$ cat src/rtl/crc_pkg.sv
`default_nettype none
// ============================================================================
// crc_pkg -- shared types, bit-reversal helpers and standard CRC constant sets
// Rev 1.0
// ============================================================================
package crc_pkg;

   // Upper bound on vector widths handled by the reversal helpers.
   localparam int MAX_W = 256;

   typedef enum logic [1:0] {
      ST_IDLE = 2'd0,
      ST_ACC  = 2'd1,
      ST_DONE = 2'd2
   } crc_state_e;

   localparam logic [7:0]  CRC8_POLY          = 8'h07;
   localparam logic [7:0]  CRC8_INIT          = 8'h00;
   localparam logic [7:0]  CRC8_XOR_OUT       = 8'h00;
   localparam logic [15:0] CRC16_CCITT_POLY    = 16'h1021;
   localparam logic [15:0] CRC16_CCITT_INIT    = 16'hFFFF;
   localparam logic [15:0] CRC16_CCITT_XOR_OUT = 16'h0000;
   localparam logic [31:0] CRC32_POLY         = 32'h04C11DB7;
   localparam logic [31:0] CRC32_INIT         = 32'hFFFFFFFF;
   localparam logic [31:0] CRC32_XOR_OUT      = 32'hFFFFFFFF;

   // Reverse the low w bits of v; bits at and above w return zero.
   function automatic logic [MAX_W-1:0] reverse_bits(input logic [MAX_W-1:0] v, input int w);
      logic [MAX_W-1:0] r;
      r = '0;
      for (int i = 0; i < MAX_W; i++) begin
         if (i < w) r[i] = v[w-1-i];
      end
      return r;
   endfunction

   // Reverse bit order inside each byte of the low w bits (w a multiple of 8).
   function automatic logic [MAX_W-1:0] reverse_byte_bits(input logic [MAX_W-1:0] v, input int w);
      logic [MAX_W-1:0] r;
      r = '0;
      for (int i = 0; i < MAX_W; i++) begin
         if (i < w) r[i] = v[(i & ~7) + 7 - (i & 7)];
      end
      return r;
   endfunction

endpackage
`default_nettype wire

$ cat src/rtl/crc_next.sv
`default_nettype none
// ============================================================================
// crc_next -- combinational DW-bit parallel CRC update, MSB-first Galois LFSR
// Rev 1.0
// ============================================================================
module crc_next
   import crc_pkg::*;
#(
   parameter int             DW   = 8,
   parameter int             CW   = 8,
   parameter logic [CW-1:0]  POLY = CW'(8'h07)
) (
   input  logic [DW-1:0] i_data,
   input  logic [CW-1:0] i_seed,
   output logic [CW-1:0] o_crc
);

   logic [CW-1:0] w_aligned;
   logic [CW-1:0] lfsr;
   logic [DW-1:0] pend;
   logic          fb;

   // The first min(DW,CW) data bits are pre-folded into the register so the
   // feedback tap is simply the register MSB.
   generate
      if (DW == CW) begin : g_eq
         assign w_aligned = i_data ^ i_seed;
      end else if (DW < CW) begin : g_lt
         assign w_aligned = {i_data, {(CW-DW){1'b0}}} ^ i_seed;
      end else begin : g_gt
         assign w_aligned = i_data[DW-1 -: CW] ^ i_seed;
      end
   endgenerate

   // Data bits below the folded window enter at the LSB, one per shift.
   always_comb begin
      lfsr = w_aligned;
      pend = i_data << CW;
      fb   = 1'b0;
      for (int k = 0; k < DW; k++) begin
         fb      = lfsr[CW-1];
         lfsr    = lfsr << 1;
         lfsr[0] = pend[DW-1];
         pend    = pend << 1;
         if (fb) lfsr = lfsr ^ POLY;
      end
      o_crc = lfsr;
   end

endmodule
`default_nettype wire

$ cat src/rtl/crc_stream.sv
`default_nettype none
// ============================================================================
// crc_stream -- framed multi-beat CRC engine with held result handshake
// Rev 1.0
// ============================================================================
module crc_stream
   import crc_pkg::*;
#(
   parameter int             DW      = 8,
   parameter int             CW      = 8,
   parameter logic [CW-1:0]  POLY    = CW'(8'h07),
   parameter logic [CW-1:0]  INIT    = '0,
   parameter logic [CW-1:0]  XOR_OUT = '0,
   parameter bit             REFIN   = 1'b0,
   parameter bit             REFOUT  = 1'b0
) (
   input  logic          clk,
   input  logic          rst,
   input  logic          s_valid,
   output logic          s_ready,
   input  logic [DW-1:0] s_data,
   input  logic          s_last,
   input  logic          s_abort,
   output logic          crc_valid,
   input  logic          crc_ready,
   output logic [CW-1:0] crc_out,
   output logic          busy
);

   crc_state_e    state_q, state_d;
   logic [CW-1:0] crc_reg_q, crc_reg_d;
   logic [CW-1:0] crc_out_q, crc_out_d;

   logic [DW-1:0] w_data_in;
   logic [CW-1:0] w_seed;
   logic [CW-1:0] w_next;
   logic [CW-1:0] w_next_ref;

   generate
      if (REFIN) begin : g_refin
         assign w_data_in = DW'(reverse_byte_bits(MAX_W'(s_data), DW));
      end else begin : g_norefin
         assign w_data_in = s_data;
      end
      if (REFOUT) begin : g_refout
         assign w_next_ref = CW'(reverse_bits(MAX_W'(w_next), CW));
      end else begin : g_norefout
         assign w_next_ref = w_next;
      end
   endgenerate

   assign w_seed = (state_q == ST_IDLE) ? INIT : crc_reg_q;

   crc_next #(
      .DW   (DW),
      .CW   (CW),
      .POLY (POLY)
   ) u_crc_next (
      .i_data (w_data_in),
      .i_seed (w_seed),
      .o_crc  (w_next)
   );

   always_comb begin
      state_d   = state_q;
      crc_reg_d = crc_reg_q;
      crc_out_d = crc_out_q;
      case (state_q)
         ST_IDLE, ST_ACC: begin
            // Abort wins over a coincident beat, which is silently dropped.
            if (s_abort) begin
               crc_reg_d = INIT;
               state_d   = ST_IDLE;
            end else if (s_valid) begin
               if (s_last) begin
                  crc_out_d = w_next_ref ^ XOR_OUT;
                  crc_reg_d = INIT;
                  state_d   = ST_DONE;
               end else begin
                  crc_reg_d = w_next;
                  state_d   = ST_ACC;
               end
            end
         end
         ST_DONE: begin
            if (crc_ready) state_d = ST_IDLE;
         end
         default: begin
            state_d   = ST_IDLE;
            crc_reg_d = INIT;
         end
      endcase
   end

   always_ff @(posedge clk or posedge rst) begin
      if (rst) begin
         state_q   <= ST_IDLE;
         crc_reg_q <= INIT;
         crc_out_q <= '0;
      end else begin
         state_q   <= state_d;
         crc_reg_q <= crc_reg_d;
         crc_out_q <= crc_out_d;
      end
   end

   assign s_ready   = (state_q != ST_DONE);
   assign crc_valid = (state_q == ST_DONE);
   assign busy      = (state_q == ST_ACC);
   assign crc_out   = crc_out_q;

endmodule
`default_nettype wire

$ cat config.mk
export PLATFORM = sky130hd
export DESIGN_NAME = crc_stream
export DESIGN_NICKNAME = d
export VERILOG_FILES = /design/src/rtl/crc_pkg.sv /design/src/rtl/crc_next.sv /design/src/rtl/crc_stream.sv
export SDC_FILE = /design/constraint.sdc
export NUM_CORES = 1
export LEC_CHECK = 0
export ABC_AREA = 1
export CORE_ASPECT_RATIO = 1.25
export CORE_MARGIN = 1.5
export CORE_UTILIZATION = 40
export CTS_CLUSTER_DIAMETER = 100
export DETAILED_ROUTE_END_ITERATION = 12
export SLEW_MARGIN = 20
export SYNTH_ARGS = -nofsm -noshare
export SYNTH_HDL_FRONTEND = slang
export SYNTH_HIERARCHICAL = 1
export SYNTH_SLANG_ARGS = --single-unit
$ cat constraint.sdc
create_clock -name clk -period 3.9 [get_ports clk]
set_input_delay 0.78 -clock clk [delete_from_list [all_inputs] [get_ports clk]]
set_output_delay 0.78 -clock clk [all_outputs]
set_load 0.01 [all_outputs]
Word level (Yosys, flattened, before mapping)
Cells that the tools add are included.
- reductions and logical operators: 5
- equality and inequality tests: 5
- bitwise gates (word level): 11
- multiplexer cells: 18
- operator list (kind ; number):
    8-bit 2-to-1 mux ; 4
    3-bit 2-to-1 mux ; 8
    3-bit NOT ; 8
    8-bit case mux with 2 select lines ; 1
    2-bit 2-to-1 mux ; 4
    8-bit bitwise XOR ; 1
    2-bit case mux with 2 select lines ; 1
    2-bit AND reduction ; 2
    4-bit AND reduction ; 1
    3-bit != test (second input constant) ; 1
    2-bit by 1-bit equality test with 1-bit output (second input constant) ; 1
    2-bit equality test (second input constant) ; 1
    2-bit zero test ; 1
    2-bit by 1-bit != test with 1-bit output (second input constant) ; 1
    2-bit != test (second input constant) ; 1
    1-bit NOT ; 2
    2-bit OR reduction ; 1
- logic and storage cells: 42
- bits in registers: 18
- input port bits: 14

Longest topological paths before layout
Gate-level depths: netlist of the first run.
- depth after elaboration: 23
- mapped depth: 15
- depth with buffers taken out: 15

By module
Netlist of the first run, hierarchy kept.
- by module, submodules not included (module ; instances ; cells each ; sequential area each (µm²) ; area an instance (µm²)):
    crc_stream ; 1 ; 114 ; 450.4 ; 919.6
    crc_next ; 1 ; 81 ; 0.0 ; 390.4

Least setup slack after synthesis of the first run
OpenSTA, ideal clock, no wires.
- path kind: reg2reg
- start point: register state_q[1]
- end point: register crc_reg_q[5]
- slack: 2.145 ns
- data arrival time: 1.638 ns
- stages on the path, launching flop included: 12
- clock period less this slack: 1.755 ns
- data required time: 3.783 ns
- path buffers: 0
- cells stage by stage: dfrtp_1 > nor2_1 > nor2_1 > xnor2_1 > inv_1 > nand2_1 > nand2_1 > xor2_1 > inv_1 > nor2_1 > nand2_1 > nand2_1
- elaborated cells on any way between the ends: 18
- classes of those cells: eq/ne (3); mux (8); bitwise (4); reduce/logical (3)
- RTL lines (element ; line ; text):
    from (decl) ; crc_stream.sv:30 ; crc_state_e state_q, state_d;
    from (signal assigned) ; crc_stream.sv:101 ; state_q <= state_d;
    2-bit zero test ; crc_stream.sv:52 ; assign w_seed = (state_q == ST_IDLE) ? INIT : crc_reg_q;
    8-bit 2-to-1 mux ; crc_stream.sv:52 ;
    named net w_seed[3] ; crc_stream.sv:35 ; logic [CW-1:0] w_seed;
    8-bit bitwise XOR ; crc_next.sv:27 ; assign w_aligned = i_data ^ i_seed;
    3-bit 2-to-1 mux ; crc_next.sv:45 ; if (fb) lfsr = lfsr ^ POLY;
    named net w_next[5] ; crc_stream.sv:36 ; logic [CW-1:0] w_next;
    8-bit 2-to-1 mux ; crc_stream.sv:75 ; if (s_last) begin
    8-bit 2-to-1 mux ; crc_stream.sv:74 ; end else if (s_valid) begin
    8-bit 2-to-1 mux ; crc_stream.sv:71 ; if (s_abort) begin
    8-bit case mux with 2 select lines ; crc_stream.sv:68 ; case (state_q)
    to (signal assigned) ; crc_stream.sv:102 ; crc_reg_q <= crc_reg_d;
    to (decl) ; crc_stream.sv:31 ; logic [CW-1:0] crc_reg_q, crc_reg_d;
The timed path passes the listed nets, and every way through them passes these cells. The select of a mux whose other input is x is not followed.
A chain may end at the register's enable or synchronous reset.

Final worst setup path of the first run
- start point: register state_q[1]
- end point: output port crc_valid
- word-level cells in the longest chain between the ends: 1
- RTL lines (element ; line ; text):
    2-bit equality test ; crc_stream.sv:108 ; assign crc_valid = (state_q == ST_DONE);
    to (decl) ; crc_stream.sv:24 ; output logic crc_valid,
No other way between the ends.

==> reports/summary.txt, run 1 <==
Fin crit period: 2280 ps
Crit path to: crc_valid
Fill count: 336
RR Startpoint: state_q[1]$_DFFE_PP0P_
Final hold viol count: 0
Worst R2R Path Depth: 10
Worst-path cell chain: inv_2 -> nor2_2 -> clkdlybuf4s50_1
FMAX: 439 MHz
Peak VDD IR: 223 uV
Dpl ws: 1600 ps
Via density: 4.68
H-tree depth: 1
Initial antenna violation count: 0
Final setup TNS: 0 ps
Largest net degree at the start of global routing: 19
Port-buffer cells: 24
Clk sink count: 18
Final worst slack: 1620 ps
Final WL: 2860 um
Syn_nets: 209
Crit-path max FO: 5
Fin. max-slew vios: 0
Max cap viols: 0
Power Dens Cells: 379 nW/um^2
Drt wl/cell: 11.1 um
Post-route clock period utilization: 58.4%
Top Ports: 25
Clock Tree Buf Depth: 2
Total congestion overflow: 0
Area Growth Syn to Fin: 24.6%
Post-CTS setup buffers: 0
Worst-margin pin slew: 702 ps
Reg-to-reg critical path endpoint: crc_reg_q[4]$_DFFE_PP0P_
Setup CP Type: reg -> out
Psw: 208 uW
DP Wirelength: 2290 um
Syn Area/Cell: 6.72 um^2
Crit path from: state_q[1]$_DFFE_PP0P_
Synth warnings: 6
TritonCTS clock tree: built
Sequential share of the synthesized area: 34.4%
Synth unique cells: 19
Sequential share of power: 38.2%
Outcome: finished, final reports clean
First DRT Iteration DRCs: 44
Reg2Reg Setup Slack: 1710 ps
DRC violations left: 0
Combinational Power Share: 37.1%
Internal power: 410 uW
Crit start category: flip-flop
Leakage power: 0.868 nW
CTS Hold Bufs: 0
Die width: 54.2 um
Clock power share: 24.7%
Layout Nets: 236
Endpoints failing setup: 0
Cts bufs inserted: 3
Number of antenna diodes: 0
Area of the core: 3170 um^2
Worst EP required: 3120 ps
Share of cells above drive strength 1: 12.2%
Gr usage total: 17.4%
Die area: 3630 um^2
Fin Clk Skew: 1.38 ps
CP peak stage delay: 550 ps
Global-route wire length before repair: 4540 um
TritonRoute pass-1 iters: 4
Placer Congestion: 0.778
Worst-Skew Late Latency: 250 ps
Clk root buf: clkbuf_8
FP Rows: 23
Critical path capture point type: output pin
Vias: 1208
Post-synthesis cell count: 195
Synth Register Bits: 18
Post-route antenna net violation count: 0
Die height: 67.0 um
Initial Utilization: 41.4%
Post_cts resized: 0
Sw frac: 33.7%
Clk slew on worst S/H paths: 70 ps
CP arrival: 1500 ps
Rel. slew slack: 53.2%
CP max stage cell: clkdlybuf4s50_1
Mapped Area: 1310 um^2
Unrepaired setup endpoints after global routing: false
Number of global-route vias before repair: 1074
Min-delay worst type: reg -> reg
-- cell usage after synthesis --
| cell type | number | area share (%) |
|---|---|---|
| dfrtp_1 | 18 | 34 |
| xnor2_1 | 3 | 2.0 |
| nand2_2 | 6 | 2.9 |
| nand3_1 | 12 | 4.6 |
| nor2_4 | 1 | 0.86 |
| buf_4 | 1 | 0.57 |
| nor2_2 | 1 | 0.48 |
| buf_6 | 1 | 0.86 |
| o21ai_2 | 8 | 5.3 |
| inv_2 | 1 | 0.29 |
| inv_1 | 34 | 9.7 |
| nand3_4 | 1 | 1.3 |
| xor2_1 | 6 | 4.0 |
| o21ai_4 | 1 | 1.2 |
| nand3_2 | 2 | 1.5 |
| xor2_2 | 1 | 1.2 |
| nand2_1 | 79 | 23 |
| nand2_4 | 1 | 0.86 |
| nor2_1 | 18 | 5.2 |
-- worst min-delay path by stage --
stage,start,to,slack (ps),cells past startpoint
2_1_floorplan,crc_reg_q[0]$_DFFE_PP0P_,crc_reg_q[0]$_DFFE_PP0P_,480,2
3_3_place_gp,crc_out[5]$_DFFE_PP0P_,crc_out[5]$_DFFE_PP0P_,470,2
3_5_place_dp,crc_out[6]$_DFFE_PP0P_,crc_out[6]$_DFFE_PP0P_,470,2
4_1_cts,crc_out[0]$_DFFE_PP0P_,crc_out[0]$_DFFE_PP0P_,480,2
5_1_grt,crc_out[0]$_DFFE_PP0P_,crc_out[0]$_DFFE_PP0P_,500,2
6_report,crc_out[0]$_DFFE_PP0P_,crc_out[0]$_DFFE_PP0P_,480,2
-- per-stage QoR --
| stage | util (%) | power, mW | hold WS [ps] | instances | cell area, um^2 |
|---|---|---|---|---|---|
| 6_report | 51.6 | 0.619 | 479 | 258 | 1630 |
| 5_1_grt | 51.6 | 0.659 | 500 | 258 | 1630 |
| 4_1_cts | 51.6 | 0.626 | 484 | 258 | 1630 |
| 3_5_place_dp | 49.8 | 0.471 | 468 | 254 | 1580 |
| 3_3_place_gp | 49.8 | 0.469 | 467 | 254 | 1580 |
| 2_1_floorplan | - | 0.378 | 476 | 195 | 1310 |
-- power groups by stage --
| stage | Sequential, mW | Combinational [mW] | Clock, mW |
|---|---|---|---|
| 2_1_floorplan | 0.249 | 0.129 | 0 |
| 3_3_place_gp | 0.240 | 0.229 | 0 |
| 3_5_place_dp | 0.240 | 0.231 | 0 |
| 4_1_cts | 0.237 | 0.232 | 0.157 |
| 5_1_grt | 0.240 | 0.255 | 0.163 |
| 6_report | 0.236 | 0.229 | 0.153 |
-- area by class of cell --
type / instances / area, um^2 / area share, %
Multi-Input combinational cell: 140 / 709 / 43.4
Sequential cell: 18 / 450 / 27.6
Timing Repair Buffer: 24 / 240 / 14.7
Inverter: 35 / 131 / 8.05
Clock buffer: 4 / 55.1 / 3.37
Tap cell: 37 / 46.3 / 2.84
-- flip-flops by register name, summed over array words and instances, names as in the netlist --
signal and flops:
crc_out 8, state_q 2, crc_reg_q 8
-- worst max-delay path, delay by kind of cell (launching register included) --
family	cells	cell delay [ps]
AND/OR/NAND/NOR	1	130
buffers and inverters	2	640
flip-flops	1	470
-- cells by family after synthesis --
kind of cell	share of synthesized area, %
AOI/OAI and AO/OA	6.59
buffers and inverters	11.5
xor gates and xnor gates	7.26
and+or+nand+nor	40.3
DFF	34.4
-- per-layer routing --
layer  track usage, %  vias up  share of wire (%)
met5                0        -                  0
met4             9.06        0                2.9
met3             2.02        8                3.1
met2             29.1       19                 50
met1             21.2      552                 44
li1                 -      629                  -
-- cell usage in the layout (no fill, tap or decap) --
cell             Yosys  layout
clkbuf_8             0       4
clkdlybuf4s50_1      0      24
dfrtp_1             18      18
inv_1               34      34
inv_2                1       1
nand2_1             79      79
nand2_2              6       6
nand2_4              1       1
nand3_1             12      12
nand3_2              2       2
nand3_4              1       1
nor2_1              18      18
nor2_2               1       1
nor2_4               1       1
o21ai_2              8       8
o21ai_4              1       1
xnor2_1              3       3
xor2_1               6       6
xor2_2               1       1
(Power assumes the default switching activity.)
==> inputs of run 2 (changes only) <==
==> constraint.sdc (replaced) <==
create_clock -name clk -period 2.1 [get_ports clk]
set_input_delay 0.42 -clock clk [delete_from_list [all_inputs] [get_ports clk]]
set_output_delay 0.42 -clock clk [all_outputs]
set_load 0.01 [all_outputs]
==> reports/summary.txt, run 2 (synthesized netlist as in run 1, its figures left out) <==
Worst-margin pin slew: 695 ps
FMAX: 521 MHz
H-tree depth: 1
Final Non-Filler Cells: 260
Number of global-route vias before repair: 1190
CTS Hold Bufs: 0
Commonest cells after routing, fill and taps aside: 79 x nand2_1, 34 x inv_1, 24 x clkdlybuf4s50_1
Die height: 67.0 um
Via density: 4.69
Crit-path max FO: 4
Number of antenna diodes: 0
Gr usage total: 18.7%
Die area: 3630 um^2
Clock Tree Buf Depth: 2
Area of the core: 3170 um^2
Dpl ws: 172 ps
FP Rows: 23
Final setup TNS: 0 ps
Post-CTS setup buffers: 0
Port-buffer cells: 24
Most common cell after layout, fill and taps aside: nand2_1
Setup CP Type: reg -> out
Crit start category: flip-flop
Post-layout power: 1.15 mW
Layout Nets: 238
Top Ports: 25
Reg2Reg Setup Slack: 250 ps
Share of cells above drive strength 1: 13.0%
Endpoints failing setup: 0
Outcome: finished, final reports clean
Post_cts resized: 0
Die width: 54.2 um
Fill count: 348
CP arrival: 1500 ps
Post-route antenna net violation count: 0
TritonRoute pass-1 iters: 4
Drt wl/cell: 11.5 um
Fin crit period: 1920 ps
Leakage power: 0.878 nW
Initial antenna violation count: 0
Final hold viol count: 0
Vias: 1220
Clk root buf: clkbuf_8
Post-Route Utilization: 52.1%
Fin. max-slew vios: 0
Placed insts: 256
Worst EP required: 1680 ps
DRC violations left: 0
Final worst slack: 182 ps
Placer Congestion: 0.786
Largest net degree at the start of global routing: 19
First DRT Iteration DRCs: 26
Area Growth Syn to Fin: 25.8%
Final WL: 2980 um
Initial Utilization: 41.4%
Peak VDD IR: 542 uV
Max cap viols: 0
Min-delay worst type: reg -> reg
Cts bufs inserted: 3
Rel. slew slack: 53.6%
DP Wirelength: 2400 um
Clk slew on worst S/H paths: 70 ps
Fin Clk Skew: 1.53 ps
Clk sink count: 18
Total congestion overflow: 0
Worst-Skew Late Latency: 250 ps
Unrepaired setup endpoints after global routing: false
Critical path capture point type: output pin
Power Dens Cells: 701 nW/um^2
TritonCTS clock tree: built
Post-route clock period utilization: 91.3%
Global-route wire length before repair: 4950 um
## run 2: layout make-up
| class | count | area, um^2 | share of cell area (%) |
|---|---|---|---|
| Clock buffer | 4 | 55.1 | 3.34 |
| Inverter | 35 | 131 | 7.97 |
| Multi-Input combinational cell | 140 | 709 | 43.1 |
| Sequential cell | 18 | 450 | 27.3 |
| Tap cell | 37 | 46.3 | 2.81 |
| Timing Repair Buffer | 26 | 255 | 15.5 |
## run 2: metrics by stage
step	hold slack, ps	area [um^2]
finish	484	1650
detailed placement	474	1590
CTS	490	1650
floorplan	359	1310
global route	517	1650
global placement	467	1590
## run 2: path summary, 6_finish.rpt
path	startpoint	endpoint	depth (start not counted)
setup / recovery	state_q[1]$_DFFE_PP0P_	s_ready	5
hold / removal	crc_out[6]$_DFFE_PP0P_	crc_out[6]$_DFFE_PP0P_	2
setup reg to reg	state_q[0]$_DFFE_PP0P_	crc_reg_q[2]$_DFFE_PP0P_	16
hold reg to reg	crc_out[6]$_DFFE_PP0P_	crc_out[6]$_DFFE_PP0P_	2
max in group asynchronous	rst	crc_reg_q[7]$_DFFE_PP0P_	2
min in group asynchronous	rst	crc_out[6]$_DFFE_PP0P_	2
## run 2: worst max-delay path, stage by stage (launching register included)
cell             delay [ps]
dfrtp_1                 380
buf_4                   160
inv_2                    80
nor2_2                   50
inv_1                    60
clkdlybuf4s50_1         520
## run 2: power by group
group | switching, mW | internal, mW | total (mW)
sequential | 0.0331 | 0.405 | 0.438
combinational | 0.242 | 0.196 | 0.438
clock | 0.112 | 0.166 | 0.279
## run 2: per-layer routing
metal	vias to the layer above	GRT usage [%]	share of wire (%)
met2	18	33.3	53
met3	4	2.69	2.6
li1	632	-	-
met1	566	21.7	42
met5	-	0	0
met4	0	6.88	1.9
==> inputs of run 3 (changes only) <==
--- a/config.mk
+++ b/config.mk
@@ -7,10 +7,10 @@
 export LEC_CHECK = 0
 export ABC_AREA = 1
 export CORE_ASPECT_RATIO = 1.25
-export CORE_MARGIN = 1.5
 export CORE_UTILIZATION = 40
 export CTS_CLUSTER_DIAMETER = 100
 export DETAILED_ROUTE_END_ITERATION = 12
+export GPL_TIMING_DRIVEN = 0
 export SLEW_MARGIN = 20
 export SYNTH_ARGS = -nofsm -noshare
 export SYNTH_HDL_FRONTEND = slang
==> reports/summary.txt, run 3 (synthesized netlist as in run 1, its figures left out) <==
Worst-margin pin slew: 686 ps
Top Ports: 25
Layer with the highest usage: met2
Leakage power: 0.873 nW
FMAX: 492 MHz
Number of global-route vias before repair: 1206
Peak VDD IR: 397 uV
Vias: 1183
Die area: 3510 um^2
Grt met1 use: 21.9%
Initial Utilization: 43.3%
Initial antenna violation count: 0
Dpl ws: -97.6 ps
Met3 GRT Util: 3.91%
Crit start category: flip-flop
Setup CP Type: reg -> out
CP arrival: 1610 ps
CP peak stage delay: 550 ps
Final WL: 2800 um
First DRT Iteration DRCs: 23
DRC violations left: 0
Post-route clock period utilization: 96.8%
Final worst slack: 66.5 ps
Cts bufs inserted: 3
Fin. max-slew vios: 0
Final hold viol count: 0
Cell depth of the worst hold path: 2
Post-route antenna net violation count: 0
H-tree depth: 1
Gr usage total: 18.7%
Reg2Reg Setup Slack: 190 ps
Via density: 4.57
Crit-path max FO: 5
Layout Nets: 238
Rel. slew slack: 54.2%
Met2 usage: 33.7%
Most common cell after layout, fill and taps aside: nand2_1
WP buf/inv: 2
Top delay family on crit path: buffers and inverters
DP Wirelength: 2210 um
Max cap viols: 0
Fin Clk Skew: 6.05 ps
Die height: 66.0 um
RR Startpoint: state_q[1]$_DFFE_PP0P_
Reg-to-reg critical path endpoint: crc_reg_q[5]$_DFFE_PP0P_
Total congestion overflow: 0
Commonest cells after routing, fill and taps aside: 79 x nand2_1, 34 x inv_1, 24 x clkdlybuf4s50_1
TritonRoute pass-1 iters: 4
Worst-path cell chain: inv_2 -> nor2_2 -> clkdlybuf4s50_1
CP max stage cell: clkdlybuf4s50_1
Placer Congestion: 0.778
Drt wl/cell: 10.8 um
Hold Path Origin: crc_out[6]$_DFFE_PP0P_
Clk sink count: 18
Area of the core: 3030 um^2
Die width: 53.2 um
Global-route wire length before repair: 4840 um
Unrepaired setup endpoints after global routing: false
Power Dens Cells: 664 nW/um^2
Clock Tree Buf Depth: 2
Outcome: finished, final reports clean
Min-delay worst type: reg -> reg
Post-route cell area: 1640 um^2
TritonCTS clock tree: built
Largest net degree at the start of global routing: 19
Share of cells above drive strength 1: 13.5%
Number of antenna diodes: 0
WHS Endpoint: crc_out[6]$_DFFE_PP0P_
Critical path capture point type: output pin
Post-Route Utilization: 54.1%
Worst R2R Path Depth: 11
Clk slew on worst S/H paths: 110 ps
Clk root buf: clkbuf_4
Fin crit period: 2030 ps
Worst-Skew Late Latency: 290 ps
FP Rows: 22
Final setup TNS: 0 ps
Port-buffer cells: 24
Area Growth Syn to Fin: 25.1%
Worst EP required: 1680 ps
Placed cell areas: 1600 um^2
Endpoints failing setup: 0
-- run 3: area by class of cell --
| class | instances | area, um^2 |
|---|---|---|
| Clock buffer | 4 | 36.3 |
| Buffer | 2 | 18.8 |
| Fill cell | 300 | 1390 |
| Multi-Input combinational cell | 140 | 717 |
| Timing Repair Buffer | 24 | 240 |
| Tap cell | 36 | 45.0 |
| Sequential cell | 18 | 450 |
| Inverter | 35 | 131 |
-- run 3: routing by layer --
layer  up-vias  routed length [um]
met5         -                   0
met4         0                  20
met3         2                 120
met2        20                1390
met1       533                1260
li1        628                   -
-- run 3: how the worst max path moves through the flow --
stage | start | endpoint | cells past startpoint
after CTS | state_q[1]$_DFFE_PP0P_ | crc_reg_q[2]$_DFFE_PP0P_ | 15
after global placement | state_q[1]$_DFFE_PP0P_ | crc_reg_q[2]$_DFFE_PP0P_ | 15
after floorplan | state_q[1]$_DFFE_PP0P_ | crc_reg_q[5]$_DFFE_PP0P_ | 11
after detailed placement | state_q[1]$_DFFE_PP0P_ | crc_reg_q[2]$_DFFE_PP0P_ | 15
final | state_q[1]$_DFFE_PP0P_ | crc_valid | 3
after global routing | state_q[1]$_DFFE_PP0P_ | crc_valid | 3
-- run 3: report_power, final --
group          switching [mW]  leakage [nW]  internal [mW]
Sequential             0.0369         0.237          0.404
Clock                   0.109        0.0210          0.105
Combinational           0.236         0.616          0.197
-- run 3: repair_timing --
action                                  CTS  global route
pin swaps                                 0             2
endpoints found under the setup margin    9            12
buffers inserted                          0             0
hold buffers                              0             0
resized for setup                         1             1
-- run 3: metrics by stage --
stage / cells / power, mW / hold slack, ps
finish: 259 / 1.09 / 500
global route: 259 / 1.16 / 525
CTS: 259 / 1.10 / 500
detailed placement: 255 / 0.880 / 472
global placement: 255 / 0.874 / 465
floorplan: 195 / 0.702 / 359
-- run 3: worst register-to-register path: stages (launching register included) --
cell and delay [ps]:
dfrtp_1 500, nor2_4 230, nor2_1 80, xnor2_1 220, inv_1 100, nand2_1 80
nand2_1 110, xor2_1 160, inv_1 120, nor2_1 70, nand2_1 60, nand2_1 50
